File: src/rtl/mb_rsp_tx.sv
`default_nettype none
// ============================================================================
// Module   : mb_rsp_tx
// Brief    : Modbus RTU slave response sequencer. It waits for the inter-frame
//            gap, then streams the echo or exception frame with a serial
//            CRC-16/Modbus to a byte UART. Define MB_EXC_RSP_EN to enable
//            exception responses.
// Revision : 1.0
// ============================================================================
module mb_rsp_tx #(
    parameter logic [7:0]  SLAVE_ADDR = 8'h01,
    parameter int unsigned GAP_CYCLES = 10000,
    parameter logic [15:0] CRC_INIT   = 16'hFFFF
) (
    input  logic        clk,
    input  logic        rst,
    input  logic        req_valid,
    input  logic [7:0]  req_addr,
    input  logic [7:0]  req_func,
    input  logic [15:0] req_reg,
    input  logic [15:0] req_num,
    input  logic        crc_err,
    input  logic        tx_done,
    output logic        send_en,
    output logic [7:0]  data_byte,
    output logic        busy,
    output logic        rsp_done,
    output logic        req_drop
);
    localparam logic [15:0]     c_POLY     = 16'hA001;
    localparam int unsigned     c_GW       = (GAP_CYCLES > 1) ? $clog2(GAP_CYCLES) : 1;
    localparam logic [c_GW-1:0] c_GAP_LAST = c_GW'(GAP_CYCLES - 1);

    typedef enum logic [2:0] {
        S_IDLE = 3'd0,
        S_GAP  = 3'd1,
        S_LOAD = 3'd2,
        S_SEND = 3'd3,
        S_WAIT = 3'd4,
        S_DONE = 3'd5
    } state_t;

    state_t         r_state, w_state_nxt;
    logic [7:0]     r_addr, r_func;
    logic [15:0]    r_reg, r_num;
    logic [c_GW-1:0] r_gap_cnt;
    logic [2:0]     r_idx;
    logic [15:0]    r_crc;
    logic [7:0]     r_crc_sh;
    logic [3:0]     r_crc_cnt;
    logic [7:0]     r_data_byte;
    logic           r_req_drop;

    logic           w_func_ok, w_accept, w_exc;
    logic [2:0]     w_last_idx, w_crc_lo_idx;
    logic [7:0]     w_byte;

    assign w_func_ok = (req_func == 8'h06) || (req_func == 8'h10);

`ifdef MB_EXC_RSP_EN
    logic r_exc;

    assign w_accept = (r_state == S_IDLE) && req_valid && !crc_err && (req_addr == SLAVE_ADDR);
    assign w_exc    = r_exc;

    always_ff @(posedge clk) begin
        if (rst) begin
            r_exc <= 1'b0;
        end else if (w_accept) begin
            r_exc <= !w_func_ok;
        end
    end
`else
    assign w_accept = (r_state == S_IDLE) && req_valid && !crc_err &&
                      (req_addr == SLAVE_ADDR) && w_func_ok;
    assign w_exc    = 1'b0;
`endif

    assign w_last_idx   = w_exc ? 3'd4 : 3'd7;
    assign w_crc_lo_idx = w_exc ? 3'd3 : 3'd6;

    always_comb begin
        w_byte = 8'h00;
        if (w_exc) begin
            case (r_idx)
                3'd0:    w_byte = r_addr;
                3'd1:    w_byte = r_func | 8'h80;
                3'd2:    w_byte = 8'h01;
                3'd3:    w_byte = r_crc[7:0];
                default: w_byte = r_crc[15:8];
            endcase
        end else begin
            case (r_idx)
                3'd0:    w_byte = r_addr;
                3'd1:    w_byte = r_func;
                3'd2:    w_byte = r_reg[15:8];
                3'd3:    w_byte = r_reg[7:0];
                3'd4:    w_byte = r_num[15:8];
                3'd5:    w_byte = r_num[7:0];
                3'd6:    w_byte = r_crc[7:0];
                default: w_byte = r_crc[15:8];
            endcase
        end
    end

    always_comb begin
        w_state_nxt = r_state;
        case (r_state)
            S_IDLE: if (w_accept) w_state_nxt = S_GAP;
            S_GAP:  if (r_gap_cnt == c_GAP_LAST) w_state_nxt = S_LOAD;
            // Stall loading until the serial CRC has consumed the previous byte
            S_LOAD: if (r_crc_cnt == 4'd0) w_state_nxt = S_SEND;
            S_SEND: w_state_nxt = S_WAIT;
            S_WAIT: if (tx_done) w_state_nxt = (r_idx == w_last_idx) ? S_DONE : S_LOAD;
            S_DONE: w_state_nxt = S_IDLE;
            default: w_state_nxt = S_IDLE;
        endcase
    end

    always_ff @(posedge clk) begin
        if (rst) r_state <= S_IDLE;
        else     r_state <= w_state_nxt;
    end

    always_ff @(posedge clk) begin
        if (rst) begin
            r_addr      <= 8'h00;
            r_func      <= 8'h00;
            r_reg       <= 16'h0000;
            r_num       <= 16'h0000;
            r_gap_cnt   <= '0;
            r_idx       <= 3'd0;
            r_crc       <= CRC_INIT;
            r_crc_sh    <= 8'h00;
            r_crc_cnt   <= 4'd0;
            r_data_byte <= 8'h00;
            r_req_drop  <= 1'b0;
        end else begin
            r_req_drop <= req_valid && (r_state != S_IDLE);
            if (w_accept) begin
                r_addr    <= req_addr;
                r_func    <= req_func;
                r_reg     <= req_reg;
                r_num     <= req_num;
                r_gap_cnt <= '0;
                r_idx     <= 3'd0;
                r_crc     <= CRC_INIT;
                r_crc_cnt <= 4'd0;
            end
            if (r_state == S_GAP) r_gap_cnt <= r_gap_cnt + 1'b1;
            if (r_state == S_LOAD && r_crc_cnt == 4'd0) r_data_byte <= w_byte;
            // Only payload bytes feed the CRC; the two CRC bytes do not
            if (r_state == S_SEND && r_idx < w_crc_lo_idx) begin
                r_crc_sh  <= r_data_byte;
                r_crc_cnt <= 4'd8;
            end else if (r_crc_cnt != 4'd0) begin
                r_crc     <= (r_crc >> 1) ^ ((r_crc[0] ^ r_crc_sh[0]) ? c_POLY : 16'h0000);
                r_crc_sh  <= r_crc_sh >> 1;
                r_crc_cnt <= r_crc_cnt - 4'd1;
            end
            if (r_state == S_WAIT && tx_done && r_idx != w_last_idx) r_idx <= r_idx + 3'd1;
        end
    end

    assign send_en   = (r_state == S_SEND);
    assign data_byte = r_data_byte;
    assign busy      = (r_state == S_GAP) || (r_state == S_LOAD) ||
                       (r_state == S_SEND) || (r_state == S_WAIT);
    assign rsp_done  = (r_state == S_DONE);
    assign req_drop  = r_req_drop;

endmodule
`default_nettype wire

File: config.mk
export PLATFORM = sky130hd
export DESIGN_NAME = mb_rsp_tx
export DESIGN_NICKNAME = d
export VERILOG_FILES = /design/src/rtl/mb_rsp_tx.sv
export SDC_FILE = /design/constraint.sdc
export NUM_CORES = 1
export LEC_CHECK = 0
export CORE_ASPECT_RATIO = 0.5
export CORE_UTILIZATION = 40
export CTS_CLUSTER_DIAMETER = 60
export CTS_CLUSTER_SIZE = 12
export DETAILED_ROUTE_END_ITERATION = 10
export PLACE_DENSITY = 0.61
export SYNTH_ARGS = -nofsm -noshare
export SYNTH_HDL_FRONTEND = slang
export SYNTH_SLANG_ARGS = --single-unit
export TNS_END_PERCENT = 30
File: constraint.sdc
create_clock -name clk -period 2.2 [get_ports clk]
set_clock_uncertainty 0.1 [all_clocks]
set_input_delay 0.44 -clock clk [delete_from_list [all_inputs] [get_ports clk]]
set_output_delay 0.44 -clock clk [all_outputs]
set_load 0.03 [all_outputs]
==> key figures <==
Run status
  – Result of the run: finished clean

Critical path
  – Startpoint type of the worst setup path: input port
  – Max stage delay on crit path: 430 ps
  – Critical Path End Type: flip-flop
  – Worst reg-to-reg path cell count: 8
  – Req. time, crit path: approximately 2400 ps
  – Logic depth of the worst setup path including buffers: 7
  – Cell type group with the largest total delay on the critical path: simple AND/OR/NAND/NOR gates
  – Data arrival time of the critical path: 2300 ps
  – WP buf/inv: 3
  – Max stage delay cell, worst path: or4_4
  – Crit Path Category: input port to flip-flop
  – Critical Path Fanout Max: 7
  – Cell breakdown of the critical path: clkdlybuf4s50_1 -> or4_4 -> a211oi_4 -> nand4_1 -> buf_6 -> clkbuf_16 -> and3_1

Place
  – Port buffer count: 64
  – HPWL Detailed: 8310 um
  – Placed Instances: 780
  – Instance area at placement: 0.00581 sq mm
  – Weighted congestion at the end of routability-driven global placement: 0.855

Logic synthesis
  – Most frequent cell after synthesis: dfxtp_1
  – Yosys synthesis warning count: 0
  – Top post-synthesis cells by area: dfxtp_1 44%, nand2_1 5.3%, a21oi_2 5.3%
  – Proportion of synthesized chip area in sequential cells: 43.5%
  – Proportion of register bits with asynchronous set or reset after synthesis: 0%
  – Cell type with the highest aggregate area in the netlist: dfxtp_1
  – Synth Area per Inst: between 8 and 9 sq um
  – Number of flops mapped to enable cells by yosys: 0
  – Post-synthesis cell area: 0.00483 sq mm
  – Share of Yosys cell area claimed by the top area cell type: 43.5%
  – Flip-flop cell with the highest count after synthesis: dfxtp_1
  – Synth top cells by count: 105 x dfxtp_1, 68 x nand2_1, 40 x nor2_1
  – Synthesized flop and latch total: 105
  – Gate Count Post-Synth: 556
  – Synth unique cells: 55
  – Syn_nets: 616

Drt
  – Vias after detailed routing: 4257
  – Detailed-routing iteration count for the pre-antenna-repair pass: 5
  – Mean routed wirelength per cell: 15.8 um
  – DRC violations left: 0
  – 1st-iter DRT viols: around 370
  – Routed Antenna Nets: 0
  – Via density per instance: 5.29
  – Total Wirelength: 12700 um

Die
  – Count of boundary I/O pins: 65
  – Width of the chip: 157 um
  – Starting density of the core: a little over two fifths
  – Height of the die: 79.7 um
  – Floorplan die area: 0.0125 sq mm
  – Core box area: 0.0114 sq mm
  – Total number of placement rows: 27

STA
  – Headroom to the max-slew limit: 69.1%
  – Post-route worst hold slack: around 250 ps
  – Period utilisation layout: a little over nine tenths
  – Clock period minus worst slack: 2160 ps
  – Final Setup Violations: 0
  – Setup repair after global routing missed its margin: true
  – Achievable clock frequency: about 460 MHz
  – Slew at the pin with the worst max-slew slack: 461 ps
  – Final Slew Violations: 0
  – Hold Vio Cnt, Final: 0

Global routing
  – Number of global-route vias before repair: roughly 3900
  – Largest net degree at the start of global routing: 72
  – Number of antenna violations at the first check in global routing: 0
  – Total grt overflow: 0
  – First-pass GRT wire length: 20200 um
  – Aggregate global-route resource usage: ~21%

Min path
  – Cells on Worst Hold Path: 2
  – Worst hold path class: input port to flip-flop

Pwr
  – Power Dens Cells: 648 mW/mm^2
  – Peak ir drop on the vdd network: 0.336 mV
  – Leak Pwr: approximately 2.4 nW
  – Total power: 4.13 mW

Clock tree
  – Post-CTS clock slew at the launch and capture registers of the worst setup and hold paths: roughly 80 ps
  – Root buffer selected by CTS: clkbuf_16
  – Total number of clock tree sinks: between 100 and 150
  – Deepest level of the CTS H-tree: 3
  – Clock tree from TritonCTS: done
  – Maximum root-to-sink buffer count: 2
  – Insertion delay of the later-clocked pin in the worst-skew pair: between 300 and 400 ps
  – Clock buffers created by TritonCTS: 9

Layout
  – Filler Cell Count: 1058
  – Post-route cell area: 0.00637 sq mm
  – Fraction of final layout cells with drive strength greater than 1: between 20% and 30%
  – ANT cells: 0
  – Filler-free cell count of the finished design: between 800 and 900
  – Number of nets in the layout: 701
  – Layout overhead on the synthesized area: 31.8%

Flow run
  – Number of maximum-capacitance constraint violations: 0
logic make-up (layout without fill, tap and decap cells):
logic type | count (synthesis) | count (layout) | share of synthesized area [%]
AOI/OAI and AO/OA | 137 | 137 | 19.8
xor gates and xnor gates | 5 | 5 | 0.906
adders and majority gates | 7 | 7 | 1.81
buffers and inverters | 48 | 138 | 5.10
DFF | 105 | 105 | 43.5
muxes | 19 | 19 | 4.22
and+or+nand+nor | 235 | 235 | 24.7
repair_timing:
item,CTS,global route
pin swaps,1,10
hold buffers,0,0
buffers inserted,1,3
cloned,0,5
resized for setup,13,31
endpoints found under the setup margin,78,80
final timing paths:
path	startpoint	end	slack (ps)
max	req_addr[7]	r_addr[1]$_SDFFE_PP0P_	40
min	rst	r_gap_cnt[1]$_SDFFE_PP0P_	250
max reg2reg	r_idx[0]$_SDFFE_PP0P_	data_byte[3]$_SDFFE_PP0P_	120
min reg2reg	r_num[3]$_SDFFE_PP0P_	r_num[3]$_SDFFE_PP0P_	360
area by class of cell:
| class | instances | area [sq um] | share of cell area [%] |
|---|---|---|---|
| Clock inverter | 7 | 77.6 | 1.22 |
| Timing Repair Buffer | 115 | 1160 | 18.3 |
| Sequential cell | 105 | 2100 | 33.1 |
| Tap cell | 159 | 199 | 3.12 |
| Clock buffer | 9 | 225 | 3.54 |
| Multi-Input combinational cell | 403 | 2570 | 40.4 |
| Inverter | 7 | 26.3 | 0.413 |
placed cells by master (no fill, tap or decap), types with 3 or more instances in the layout:
master	synthesis	final
nand3_1	20	20
nor2_1	40	40
a221oi_1	12	11
mux2_2	11	11
or2_0	4	4
or3_1	5	5
buf_12	0	4
nand2b_1	4	4
a211oi_1	8	8
ha_1	7	3
ha_2	0	3
nor3_1	21	21
nor4_1	3	3
a21oi_2	29	30
nand2_2	29	29
clkbuf_16	0	12
buf_4	1	38
nand4_1	4	4
dlymetal6s2s_1	0	10
nand2_1	68	67
inv_6	0	3
a22oi_1	5	5
inv_1	7	7
a21oi_1	36	35
o21ai_1	13	14
buf_6	7	6
a211o_1	3	3
dlygate4sd2_1	0	3
mux2i_1	8	8
dfxtp_1	105	103
nor3b_1	4	4
clkdlybuf4s50_1	0	50
and3_1	17	16
o21ai_0	11	10
xnor2_1	5	5
routing by layer:
metal  vias up  global-route usage, %  share of wire (%)
met3        12                   4.94                4.7
met1      2011                   30.2                 51
met5         -                      0                  0
li1       2149                      -                  -
met2        85                   30.1                 43
met4         0                   5.73                1.2
power by group:
| group | total, mW | switching (mW) | internal [mW] |
|---|---|---|---|
| logic | 0.500 | 0.271 | 0.229 |
| clock network | 1.66 | 0.765 | 0.896 |
| registers | 1.97 | 0.0412 | 1.93 |
metrics by stage:
stage | utilization [%] | setup TNS (ps) | setup slack, ps
2_1_floorplan | - | -95.0 | -28.1
3_3_place_gp | 51.0 | -25800 | -391
3_5_place_dp | 51.0 | -30930 | -447
4_1_cts | 54.0 | 0 | 0.996
5_1_grt | 55.9 | -198 | -27.3
6_report | 55.9 | 0 | 42.6
Note: power is estimated with default switching activity, not from simulation.
